`src/rtl/riscv_instr_aligner_pkg.sv`:
```
// Shared fetch-side definitions: aligner state encoding and the RVC length decode
// that the pre-decoder and compressed decoder also rely on.
package riscv_instr_aligner_pkg;

    typedef enum logic [1:0] {
        ALIGNED = 2'd0,
        MIS16   = 2'd1,
        MIS32   = 2'd2,
        BRMIS   = 2'd3
    } align_state_e;

    // Any halfword whose two LSBs are not 2'b11 starts a 16-bit instruction.
    function automatic logic is_compressed(input logic [15:0] halfword);
        return halfword[1:0] != 2'b11;
    endfunction

endpackage

```
`src/rtl/riscv_instr_aligner_if.sv`:
```
// Fetch-word input, branch redirect and instruction output of the aligner.
// The aligner takes the slave side; the prefetch buffer / ID stage take the master side.
interface riscv_instr_aligner_if #(
    parameter int ADDR_WIDTH = 32
);
    logic                  fetch_valid_i;
    logic                  fetch_ready_o;
    logic [31:0]           fetch_rdata_i;
    logic [ADDR_WIDTH-1:0] fetch_addr_i;
    logic                  branch_i;
    logic [ADDR_WIDTH-1:0] branch_addr_i;
    logic                  instr_valid_o;
    logic                  instr_ready_i;
    logic [31:0]           instr_o;
    logic                  instr_compressed_o;
    logic [ADDR_WIDTH-1:0] instr_pc_o;

    modport slave (
        input  fetch_valid_i, fetch_rdata_i, fetch_addr_i, branch_i, branch_addr_i,
               instr_ready_i,
        output fetch_ready_o, instr_valid_o, instr_o, instr_compressed_o, instr_pc_o
    );

    modport master (
        output fetch_valid_i, fetch_rdata_i, fetch_addr_i, branch_i, branch_addr_i,
               instr_ready_i,
        input  fetch_ready_o, instr_valid_o, instr_o, instr_compressed_o, instr_pc_o
    );
endinterface

```
`src/rtl/riscv_instr_aligner.sv`:
```
// Instruction aligner: one instruction per handshake from a word-aligned fetch stream,
// handling RVC, 32-bit instructions straddling two words and branch targets with pc[1]=1.
module riscv_instr_aligner
    import riscv_instr_aligner_pkg::*;
#(
    parameter int ADDR_WIDTH = 32,
    parameter bit RVC_EN     = 1'b1
) (
    input logic                   clk,
    input logic                   rst,
    riscv_instr_aligner_if.slave  bus
);

    localparam logic [ADDR_WIDTH-1:0] HALF_STEP = ADDR_WIDTH'(2);

    align_state_e          state_q, state_d;
    logic [15:0]           buf_q, buf_d;
    logic [ADDR_WIDTH-1:0] buf_pc_q, buf_pc_d;

    logic [15:0] word_lo, word_hi;
    logic        valid, fire;

    assign word_lo = bus.fetch_rdata_i[15:0];
    assign word_hi = bus.fetch_rdata_i[31:16];

    // NOTE: sequential state uses non-blocking assignments so every register samples
    // the pre-edge value of its inputs regardless of statement order.
    always_ff @(posedge clk) begin
        if (rst) begin
            state_q  <= ALIGNED;
            buf_q    <= '0;
            buf_pc_q <= '0;
        end else begin
            state_q  <= state_d;
            buf_q    <= buf_d;
            buf_pc_q <= buf_pc_d;
        end
    end

    // NOTE: every output and next-state value gets a default first so no path through
    // the case statement can leave one unassigned and infer a latch.
    always_comb begin
        valid                  = 1'b0;
        fire                   = 1'b0;
        bus.fetch_ready_o      = 1'b0;
        bus.instr_o            = '0;
        bus.instr_compressed_o = 1'b0;
        bus.instr_pc_o         = bus.fetch_addr_i;
        state_d                = state_q;
        buf_d                  = buf_q;
        buf_pc_d               = buf_pc_q;

        if (!RVC_EN) begin
            valid             = bus.fetch_valid_i;
            fire              = valid && bus.instr_ready_i;
            bus.instr_o       = bus.fetch_rdata_i;
            bus.fetch_ready_o = fire;
            state_d           = ALIGNED;
        end else begin
            unique case (state_q)
                ALIGNED: begin
                    valid = bus.fetch_valid_i;
                    fire  = valid && bus.instr_ready_i;
                    if (!is_compressed(word_lo)) begin
                        bus.instr_o       = bus.fetch_rdata_i;
                        bus.fetch_ready_o = fire;
                    end else begin
                        bus.instr_o            = {16'h0, word_lo};
                        bus.instr_compressed_o = 1'b1;
                        if (fire) begin
                            bus.fetch_ready_o = 1'b1;
                            buf_d             = word_hi;
                            buf_pc_d          = bus.fetch_addr_i + HALF_STEP;
                            state_d           = is_compressed(word_hi) ? MIS16 : MIS32;
                        end
                    end
                end
                MIS32: begin
                    valid          = bus.fetch_valid_i;
                    fire           = valid && bus.instr_ready_i;
                    bus.instr_o    = {word_lo, buf_q};
                    bus.instr_pc_o = buf_pc_q;
                    if (fire) begin
                        bus.fetch_ready_o = 1'b1;
                        buf_d             = word_hi;
                        buf_pc_d          = bus.fetch_addr_i + HALF_STEP;
                        state_d           = is_compressed(word_hi) ? MIS16 : MIS32;
                    end
                end
                MIS16: begin
                    // The buffered RVC is self-contained; the fetch word waits untouched.
                    valid                  = 1'b1;
                    fire                   = bus.instr_ready_i;
                    bus.instr_o            = {16'h0, buf_q};
                    bus.instr_compressed_o = 1'b1;
                    bus.instr_pc_o         = buf_pc_q;
                    if (fire) state_d = ALIGNED;
                end
                BRMIS: begin
                    bus.instr_pc_o = bus.fetch_addr_i + HALF_STEP;
                    if (is_compressed(word_hi)) begin
                        valid                  = bus.fetch_valid_i;
                        fire                   = valid && bus.instr_ready_i;
                        bus.instr_o            = {16'h0, word_hi};
                        bus.instr_compressed_o = 1'b1;
                        if (fire) begin
                            bus.fetch_ready_o = 1'b1;
                            state_d           = ALIGNED;
                        end
                    end else if (bus.fetch_valid_i) begin
                        bus.fetch_ready_o = 1'b1;
                        buf_d             = word_hi;
                        buf_pc_d          = bus.fetch_addr_i + HALF_STEP;
                        state_d           = MIS32;
                    end
                end
                default: state_d = ALIGNED;
            endcase
        end

        // Redirect overrides any in-flight handshake, including a half-built straddle.
        if (bus.branch_i) begin
            valid             = 1'b0;
            bus.fetch_ready_o = 1'b0;
            buf_d             = '0;
            buf_pc_d          = '0;
            state_d           = (RVC_EN && bus.branch_addr_i[1]) ? BRMIS : ALIGNED;
        end

        if (rst) begin
            valid             = 1'b0;
            bus.fetch_ready_o = 1'b0;
        end

        bus.instr_valid_o = valid;
    end

endmodule

```
`src/flat_wrapper.sv`:
```
// flat-port wrapper written by rule: the top's interface ports become plain ports
module riscv_instr_aligner_flat import riscv_instr_aligner_pkg::*;
#(
    parameter int ADDR_WIDTH = 32,
    parameter bit RVC_EN     = 1'b1
)
  (clk, rst, bus_fetch_valid_i, bus_fetch_rdata_i, bus_fetch_addr_i, bus_branch_i, bus_branch_addr_i, bus_instr_ready_i, bus_fetch_ready_o, bus_instr_valid_o, bus_instr_o, bus_instr_compressed_o, bus_instr_pc_o);
  riscv_instr_aligner_if #(.ADDR_WIDTH(ADDR_WIDTH)) bus_i ();
  input logic clk;
  input logic rst;
  input wire logic [$bits(bus_i.fetch_valid_i)-1:0] bus_fetch_valid_i;
  input wire logic [$bits(bus_i.fetch_rdata_i)-1:0] bus_fetch_rdata_i;
  input wire logic [$bits(bus_i.fetch_addr_i)-1:0] bus_fetch_addr_i;
  input wire logic [$bits(bus_i.branch_i)-1:0] bus_branch_i;
  input wire logic [$bits(bus_i.branch_addr_i)-1:0] bus_branch_addr_i;
  input wire logic [$bits(bus_i.instr_ready_i)-1:0] bus_instr_ready_i;
  output wire logic [$bits(bus_i.fetch_ready_o)-1:0] bus_fetch_ready_o;
  output wire logic [$bits(bus_i.instr_valid_o)-1:0] bus_instr_valid_o;
  output wire logic [$bits(bus_i.instr_o)-1:0] bus_instr_o;
  output wire logic [$bits(bus_i.instr_compressed_o)-1:0] bus_instr_compressed_o;
  output wire logic [$bits(bus_i.instr_pc_o)-1:0] bus_instr_pc_o;
  assign bus_i.fetch_valid_i = bus_fetch_valid_i;
  assign bus_i.fetch_rdata_i = bus_fetch_rdata_i;
  assign bus_i.fetch_addr_i = bus_fetch_addr_i;
  assign bus_i.branch_i = bus_branch_i;
  assign bus_i.branch_addr_i = bus_branch_addr_i;
  assign bus_i.instr_ready_i = bus_instr_ready_i;
  assign bus_fetch_ready_o = bus_i.fetch_ready_o;
  assign bus_instr_valid_o = bus_i.instr_valid_o;
  assign bus_instr_o = bus_i.instr_o;
  assign bus_instr_compressed_o = bus_i.instr_compressed_o;
  assign bus_instr_pc_o = bus_i.instr_pc_o;
  riscv_instr_aligner #(.ADDR_WIDTH(ADDR_WIDTH), .RVC_EN(RVC_EN)) u_core (.clk(clk), .rst(rst), .bus(bus_i));
endmodule
```
`config.mk`:
```
export PLATFORM = sky130hd
export DESIGN_NAME = riscv_instr_aligner_flat
export DESIGN_NICKNAME = d
export VERILOG_FILES = /design/src/rtl/riscv_instr_aligner_pkg.sv /design/src/rtl/riscv_instr_aligner_if.sv /design/src/rtl/riscv_instr_aligner.sv /design/src/flat_wrapper.sv
export SDC_FILE = /design/constraint.sdc
export NUM_CORES = 1
export LEC_CHECK = 0
export BUFFER_PORTS_ARGS = -buffer_cell sky130_fd_sc_hd__buf_4
export CAP_MARGIN = 0
export CORE_UTILIZATION = 36
export DETAILED_ROUTE_END_ITERATION = 6
export GPL_TIMING_DRIVEN = 1
export PLACE_DENSITY = 0.59
export REMOVE_ABC_BUFFERS = 1
export SLEW_MARGIN = 0
export SYNTH_ARGS = -nofsm -noshare
export SYNTH_HDL_FRONTEND = slang
export SYNTH_SLANG_ARGS = --single-unit
```
`constraint.sdc`:
```
create_clock -name clk -period 2.87 [get_ports clk]
set_input_delay 0.287 -clock clk [delete_from_list [all_inputs] [get_ports clk]]
set_output_delay 0.287 -clock clk [all_outputs]
set_load 0.01 [all_outputs]
```
==> metrics.csv, run 1 <==
stage,metric,value,unit
run_status,status,finished clean,
clocking,Max clock buf depth,2,
placement,GP Congestion,0.829,
min_path,HP Class,in2reg,
sta,final hold vios,0,
pwr,net switching power,0.674,mW
worst_setup_path,Critical Path Fanout Max,17,
worst_setup_path,Critical Path End Type,output port,
clocking,# Post-CTS Setup Buffers,0,
pwr,combinational power share,35.9,%
route,DRT Pass-1 Iters,4,
route,number of routed nets with antenna violations,0,
clocking,"Clk pin slew, worst setup/hold paths",0.10,ns
route,WL/cell,15.3,µm
sta,unrepaired setup endpoints after global routing,false,
global_routing,largest net degree at the start of global routing,55,
sta,Final Cycle Share,92.9,%
clocking,CTS Buf Count,5,
pwr,sequential share of power,37.1,%
placement,hpwl dp,8580,µm
synth,ys async rst share,0,%
layout,Final Net Count,767,
global_routing,gr usage total,21.5,%
layout,Antenna diodes,0,
sta,FMAX,375,MHz
synth,Post-synth EDFFs,0,
layout,"commonest non-fill, non-tap cell in the layout",buf_4,
layout,"commonest non-fill, non-tap cells in the layout","buf_4, nand2_1, dfxtp_1",
pwr,Clock power frac,27.0,%
pwr,pwr dens,383,nW/µm²
route,via count,4327,
global_routing,initial antenna violation count,0,
global_routing,vias in the first global route,4043,
clocking,CTS tree,built,
layout,layout cell share with drive strength beyond 1,26.0,%
placement,post-place setup slack,0.386,ns
layout,Synth-to-Final Area Change,33.0,%
floorplan,# rows,37,
clocking,hold buffers post-CTS,0,
placement,port buffer count,136,
global_routing,first-pass GRT wire length,19700,µm
sta,Final WS setup,0.204,ns
route,DRC,0,
synth,Post-Syn Area,3860,µm²
synth,synth warn,0,
worst_setup_path,arrival time at the worst endpoint,2.38,ns
route,Post-Route WL,12200,µm
clocking,"Clk Latency, worst-skew pair",0.31,ns
route,vias per inst,5.43,
route,Initial DRC Count,247,
floorplan,Initial Util,37.2,%
clocking,root buffer cell,clkbuf_8,
pwr,internal power,1.29,mW
synth,sequential-to-total area share from yosys stat,25.9,%
job,max-cap violations,0,
floorplan,Die Width,106,µm
worst_setup_path,critical path class,reg2out,
sta,Max Slew Vio Count,0,
global_routing,gr ovfl total,0,
floorplan,core area,10400,µm²
floorplan,I/O pin count,168,
pwr,Sw Share,34.3,%
synth,prevailing post-synth register cell,dfxtp_1,
pwr,"Power, Total",1.97,mW
sta,Worst Skew,0.00667,ns
floorplan,die area,11100,µm²
synth,"flops & latches, synth",50,
clocking,H-tree levels,2,
worst_setup_path,Startpoint Class,flop,
synth,Yosys cell types,45,
pwr,leak pwr,2.02,nW
sta,Worst slew margin,53.7,%
sta,Final Setup Violations,0,
sta,Tmin final,2.67,ns
synth,Syn Inst Count,550,
layout,final core utilization,49.5,%
clocking,CTS sink count,50,
pwr,Max VDD drop,0.000223,V
sta,slew of the pin with the lowest slew margin,0.692,ns
worst_setup_path,Worst EP required,2.58,ns
synth,Post-Syn Area per Cell,7.02,µm²
floorplan,Die Y,106,µm
==> area by class of cell <==
type,instances,area (µm²)
Multi-Input combinational cell,424,2590
Timing Repair Buffer,153,1160
Clock inverter,3,45.0
Inverter,26,101
Sequential cell,50,1000
Clock buffer,5,68.8
Fill cell,1050,5230
Tap cell,136,170
==> synthesized netlist by cell type, drive strengths merged, types with 2 or more instances <==
library cell  instances  area share, %
nand4                 5           0.97
and3                  5           0.81
a22o                 16            3.6
nor2                 40            3.9
dfxtp                50             26
nor2b                 3           0.49
o21ai                38            4.9
xnor2                25            5.7
clkbuf               41            4.0
nand3                14            1.8
a211oi               23            4.6
or4                   4           0.87
o211ai                3           0.58
o21bai                2           0.39
inv                  25            2.4
ha                    6            1.9
a21oi                47            6.1
nand2                83            8.1
buf                   9           0.97
nor3                 10            1.3
o2bb2ai               4           0.91
o31a                 10            2.3
a22oi                29            5.6
nand2b                2           0.32
or2                   3           0.49
o22ai                13            2.1
xor2                  4           0.91
a221oi                3           0.68
mux2i                10            2.6
a32oi                 6            1.4
and4                  3           0.68
nor4                  6            1.1
==> per-layer routing <==
metal | global-route usage, % | part of all wire [%]
met4 | 4.86 | 0.82
met5 | 0 | 0
met3 | 2.84 | 4.6
met2 | 36.8 | 46
met1 | 28.7 | 49
==> state kept, by name, indices dropped and copies added, names as in the netlist <==
register         flops
u_core.state_q       2
u_core.buf_pc_q     32
u_core.buf_q        16
==> worst max-delay path, stage by stage, from the launching register on <==
cell and delay (ns):
dfxtp_1 0.42, ha_1 0.36, clkinvlp_4 0.30, buf_4 0.28
o31a_1 0.31, o22ai_1 0.22, buf_4 0.17
==> path summary, 6_finish.rpt <==
path	endpoint	from	slack [ns]	depth (start not counted)
worst min register to register	u_core.buf_q[4]	u_core.buf_q[4]	0.46	2
worst min-delay path	u_core.state_q[0]	rst	0.18	2
worst max-delay path	bus_instr_pc_o[26]	u_core.state_q[1]	0.20	6
worst max register to register	u_core.buf_pc_q[0]	u_core.state_q[1]	0.62	6
==> power groups by stage <==
stage	sequential, mW	combinational, mW	clock [mW]
after detailed placement	0.744	0.706	0
after CTS	0.729	0.709	0.546
after global placement	0.744	0.699	0
after global routing	0.732	0.771	0.571
after floorplan	0.742	0.355	0
final	0.729	0.707	0.530
==> through the flow <==
step / cell area, µm² / TNS, ns / cells / hold slack [ns]
finish: 5140 / 0 / 797 / 0.182
global route: 5140 / 0 / 797 / 0.171
CTS: 5130 / 0 / 797 / 0.176
detailed placement: 5020 / 0 / 789 / 0.446
global placement: 5020 / 0 / 789 / 0.442
floorplan: 3670 / -198.26 / 500 / 0.375
==> kinds of logic (layout without fill, tap and decap cells) <==
group           Yosys count  count (layout)  synth area share (%)
mux                      10              10                  2.59
simple gates            182             182                  21.6
buf+inv                  76             187                  7.49
compound gates          196             196                  33.6
fa+ha+maj                 7               7                  2.20
flops                    50              50                  25.9
xor+xnor                 29              29                  6.58
==> what timing repair did <==
item                                    in CTS  in global routing
endpoints found under the setup margin       0                 18
hold endpoints to repair                     0                  0
gates resized for setup                      0                  2
Note: power is estimated with default switching activity, not from simulation.
==> run 2, diff against run 1 <==
- BUFFER_PORTS_ARGS: -buffer_cell sky130_fd_sc_hd__buf_4 -> unset
- DONT_BUFFER_PORTS: unset -> 1
- PLACE_DENSITY: 0.59 -> 0.46
==> run 2 against run 1 <==
Effect of this change: via count fell by 8.6%; worst hold slack worse by 0.13 ns; sequential share of layout area increased by 3.5 points; clock power grew 18%; combinational power is 26% lower; flip-flop and latch count unchanged; power down 4.7%; die area did not move.
==> metrics.csv, run 2 (synthesis gave the netlist of run 1 again) <==
stage,metric,value,unit
sta,Worst Skew,0.00911,ns
clocking,CTS Buf Count,5,
run_status,status,finished clean,
layout,Synth-to-Final Area Change,12.7,%
route,Post-Route WL,11600,µm
sta,FMAX,392,MHz
pwr,leak pwr,1.51,nW
layout,FF/Latch Area,1000,µm²
floorplan,Initial Util,37.2,%
layout,area of the multi-input gates,2600,µm²
route,DRT Pass-1 Iters,4,
sta,Final Setup Violations,0,
sta,final hold vios,0,
layout,Final Net Count,658,
route,vias per inst,5.75,
clocking,CTS tree,built,
floorplan,die area,11100,µm²
floorplan,# rows,37,
sta,setup_tns,0,ns
route,DRC,0,
clocking,"Clk pin slew, worst setup/hold paths",0.10,ns
sta,unrepaired setup endpoints after global routing,false,
global_routing,largest net degree at the start of global routing,78,
clocking,root buffer cell,clkbuf_8,
layout,Regs by FF count,"u_core.buf_pc_q (32), u_core.buf_q (16), u_core.state_q (2)",
layout,Layout Cells excl Fill,688,
route,number of routed nets with antenna violations,0,
worst_setup_path,Critical Path End Type,output port,
floorplan,Die Y,106,µm
layout,"commonest non-fill, non-tap cells in the layout","nand2_1, dfxtp_1, a21oi_1",
placement,hpwl dp,8010,µm
layout,Antenna diodes,0,
pwr,pwr dens,431,nW/µm²
global_routing,initial antenna violation count,0,
job,max-cap violations,0,
clocking,hold buffers post-CTS,0,
placement,Post-Place Cells,680,
worst_setup_path,"setup slack, reg-to-reg",0.62,ns
clocking,"Clk Latency, worst-skew pair",0.31,ns
clocking,H-tree levels,2,
layout,Fillers,1080,
layout,Largest Register,u_core.buf_pc_q,
route,via count,3957,
global_routing,gr usage total,20.7,%
min_path,HP Class,in2reg,
clocking,Max clock buf depth,2,
route,WL/cell,16.9,µm
placement,GP Congestion,0.819,
worst_setup_path,Critical Path Fanout Max,17,
clocking,CTS sink count,50,
worst_setup_path,Startpoint Class,flop,
floorplan,Die Width,106,µm
sta,slew of the pin with the lowest slew margin,0.719,ns
route,Initial DRC Count,269,
global_routing,gr ovfl total,0,
layout,"commonest non-fill, non-tap cell in the layout",nand2_1,
floorplan,core area,10400,µm²
worst_setup_path,critical path class,reg2out,
global_routing,vias in the first global route,3813,
worst_setup_path,Worst EP required,2.58,ns
sta,Max Slew Vio Count,0,
sta,Worst slew margin,51.9,%
layout,layout cell share with drive strength beyond 1,11.2,%
pwr,Max VDD drop,0.000245,V
sta,Final Cycle Share,88.8,%
layout,max reg flops,32,
floorplan,I/O pin count,168,
global_routing,first-pass GRT wire length,18900,µm
sta,Tmin final,2.55,ns
worst_setup_path,arrival time at the worst endpoint,2.26,ns
placement,port buffer count,0,
[run 2: cell count changes in the layout (fill, tap and decap cells not counted)]
| cell | delta |
|---|---|
| clkinv_1 | +1 |
| ha_4 | +1 |
| ha_2 | -1 |
| clkinvlp_4 | -3 |
| buf_4 | -109 |
| bufinv_16 | +1 |
| clkbuf_8 | +1 |
[run 2: final timing paths]
| path | startpoint | cells after the start | end |
|---|---|---|---|
| min reg2reg | u_core.buf_q[6] | 2 | u_core.buf_q[6] |
| max | u_core.state_q[1] | 8 | bus_instr_o[8] |
| max reg2reg | u_core.state_q[0] | 8 | u_core.buf_pc_q[3] |
| min | rst | 1 | u_core.state_q[0] |
[run 2: per-stage QoR]
step	util [%]	worst slack (ns)	instance area (µm²)	hold slack, ns	power (mW)
after floorplan	-	-3.87	3670	0.375	1.10
after global placement	40.6	0.558	4210	0.385	1.26
after detailed placement	40.6	0.516	4210	0.379	1.27
after CTS	42.0	0.162	4350	0.0467	1.90
after global routing	42.0	0.0728	4350	0.0383	1.98
final	42.0	0.322	4350	0.0509	1.87
[run 2: cell type report]
type,instances,share of cell area (%)
clock buffers,6,1.90
clock inverters,2,1.38
inverters,26,2.24
multi-input cells,424,59.7
flip-flops and latches,50,23.0
well taps,136,3.91
repair buffers,44,7.88
[run 2: worst max-delay path, stage by stage, from the launching register on]
cell and delay (ns):
dfxtp_1 0.41, ha_1 0.36, clkinv_1 0.15, buf_4 0.23, a21oi_1 0.14, buf_4 0.21
a22oi_1 0.10, o21ai_0 0.18, buf_4 0.15
[run 2: routing by layer]
metal	GRT usage, %	vias to the layer above	wire length [µm]
li1	-	1988	-
met1	26.0	1829	5300
met4	4.37	0	97
met3	3.96	9	656
met5	0	-	0
met2	36.6	131	5590
[run 2: timing repair]
action                                 4_1_cts  5_1_grt
buffers inserted                             0        0
resized for setup                            0        1
endpoints found under the hold margin        0        0
setup endpoints to repair                    0        7
[run 2: power by group]
group	switching [mW]	internal, mW
clock network	0.253	0.372
registers	0.0125	0.716
logic	0.317	0.203
total	0.583	1.29
==> run 3, diff against run 2 <==
- CORE_UTILIZATION: 36 -> 45
- PLACE_DENSITY: 0.46 -> 0.56
==> run 3 against run 2 <==
Effect of this change: utilization increased by 9.5 points; count of clock-buffer cells in the layout fell by 1; flip-flop and latch count unchanged; global-route usage up 3.1 points; design area shrank 2.3%; wire length decreased by 7.0%; non-clock buffer count fell by 1; power is 11% lower; sequential share of layout area increased by 0.53 points; clock skew increased by 0.0011 ns; critical path type unchanged; largest power group unchanged.
==> metrics.csv, run 3 (synthesis gave the netlist of run 1 again) <==
stage,metric,value,unit
layout,Final Cell Area,4250,µm²
pwr,Sw Share,34.9,%
floorplan,I/O pin count,168,
pwr,combinational power share,30.7,%
clocking,root buffer cell,clkbuf_8,
worst_setup_path,critical path class,reg2out,
placement,port buffer count,0,
global_routing,initial antenna violation count,0,
worst_setup_path,arrival time at the worst endpoint,2.35,ns
sta,Worst slew margin,41.1,%
worst_setup_path,Worst path slowest cell,ha_4,
floorplan,die area,8950,µm²
floorplan,# rows,33,
sta,FMAX,379,MHz
layout,Fillers,817,
route,DRT Pass-1 Iters,4,
job,max-cap violations,0,
layout,Antenna diodes,0,
global_routing,largest net degree at the start of global routing,63,
min_path,HP Class,in2reg,
route,number of routed nets with antenna violations,0,
layout,Final Net Count,657,
sta,unrepaired setup endpoints after global routing,false,
clocking,"Clk Latency, worst-skew pair",0.31,ns
worst_setup_path,CP max stage delay,0.56,ns
worst_setup_path,CP top delay family,buffers and inverters,
route,vias per inst,6.03,
layout,Largest Register,u_core.buf_pc_q,
clocking,CTS Buf Count,5,
layout,Synth-to-Final Area Change,10.2,%
placement,GP Congestion,0.821,
worst_setup_path,Startpoint Class,flop,
pwr,pwr dens,394,nW/µm²
layout,Regs by FF count,"u_core.buf_pc_q (32), u_core.buf_q (16), u_core.state_q (2)",
worst_setup_path,Critical Path Fanout Max,62,
sta,Max Slew Vio Count,0,
worst_setup_path,Worst EP required,2.58,ns
sta,Worst Skew,0.0102,ns
sta,final hold vios,0,
pwr,leak pwr,1.48,nW
floorplan,Initial Util,46.8,%
floorplan,core area,8260,µm²
sta,slew of the pin with the lowest slew margin,0.883,ns
run_status,status,finished clean,
layout,"commonest non-fill, non-tap cell in the layout",nand2_1,
pwr,net switching power,0.586,mW
floorplan,Die Y,94.6,µm
global_routing,vias in the first global route,3596,
placement,Post-Place Cells,648,
route,Post-Route WL,10800,µm
layout,Layout Cells excl Fill,656,
clocking,hold buffers post-CTS,0,
placement,hpwl dp,7490,µm
global_routing,gr ovfl total,0,
worst_setup_path,Critical Path End Type,output port,
global_routing,gr usage total,23.8,%
clocking,"Clk pin slew, worst setup/hold paths",0.10,ns
sta,Final Cycle Share,91.9,%
worst_setup_path,Worst Path Buf+Inv,3,
sta,Final Setup Violations,0,
pwr,Clock power frac,25.8,%
layout,max reg flops,32,
pwr,Max VDD drop,0.000221,V
route,via count,3958,
floorplan,Die Width,94.6,µm
worst_setup_path,worst path cell trace,inv_1 > ha_4 > buf_4 > nor2_1 > mux2i_1 > o21ai_0 > buf_4,
clocking,H-tree levels,2,
route,DRC,0,
clocking,Max clock buf depth,2,
pwr,sequential share of power,43.4,%
worst_setup_path,"most used cell, CP",buf_4,
clocking,CTS sink count,50,
placement,DP Area,4160,µm²
layout,layout cell share with drive strength beyond 1,11.1,%
global_routing,first-pass GRT wire length,17100,µm
route,Initial DRC Count,209,
layout,"commonest non-fill, non-tap cells in the layout","nand2_1, dfxtp_1, a21oi_1",
pwr,internal power,1.09,mW
route,WL/cell,16.5,µm
sta,Tmin final,2.64,ns
clocking,CTS tree,built,
run 3: worst paths after layout:
path	slack [ns]	endpoint	depth (start not counted)	startpoint
worst min-delay path	0.05	u_core.state_q[1]	1	rst
worst max register to register	0.52	u_core.buf_pc_q[2]	6	u_core.state_q[0]
worst min register to register	0.46	u_core.buf_q[5]	2	u_core.buf_q[5]
worst max-delay path	0.23	bus_instr_pc_o[20]	7	u_core.state_q[0]
run 3: power groups by stage:
stage	registers, mW	logic [mW]	clock network, mW
floorplan	0.742	0.355	0
global placement	0.744	0.511	0
detailed placement	0.744	0.516	0
CTS	0.729	0.517	0.450
global route	0.732	0.571	0.478
finish	0.729	0.515	0.433
run 3: repair_timing:
item	4_1_cts	5_1_grt
setup buffers	0	0
resized for setup	0	1
setup endpoints to repair	0	16
run 3: area by class of cell:
type | instances | area [µm²] | share of cell area, %
Inverter | 26 | 97.6 | 2.29
Clock inverter | 3 | 21.3 | 0.500
Timing Repair Buffer | 43 | 335 | 7.88
Clock buffer | 5 | 68.8 | 1.62
Tap cell | 105 | 131 | 3.09
Multi-Input combinational cell | 424 | 2600 | 61.1
Sequential cell | 50 | 1000 | 23.5
run 3: worst register-to-register path: cells and delay by family, from the launching register on:
family	cells	cell delay (ns)
fa+ha+maj	1	0.56
simple gates	2	0.46
buf+inv	1	0.16
flops	1	0.36
compound gates	2	0.74
run 3: per-layer routing:
layer	share of wire, %	global-route usage, %	vias to the layer above	wire [µm]
met5	0	0	-	0
met4	0.70	5.93	0	76
met3	6.2	3.95	8	668
met2	49	42.3	140	5350
met1	44	29.6	1818	4730
li1	-	-	1992	-
run 3: through the flow:
| stage | utilization, % | setup slack, ns | total power, mW | hold slack [ns] | setup TNS (ns) |
|---|---|---|---|---|---|
| final | 51.5 | 0.234 | 1.68 | 0.0483 | 0 |
| after detailed placement | 50.4 | 0.414 | 1.26 | 0.381 | 0 |
| after CTS | 51.5 | 0.136 | 1.70 | 0.0461 | 0 |
| after global routing | 51.5 | 0.0397 | 1.78 | 0.0407 | 0 |
| after floorplan | - | -3.87 | 1.10 | 0.375 | -198.26 |
| after global placement | 50.4 | 0.444 | 1.25 | 0.384 | 0 |
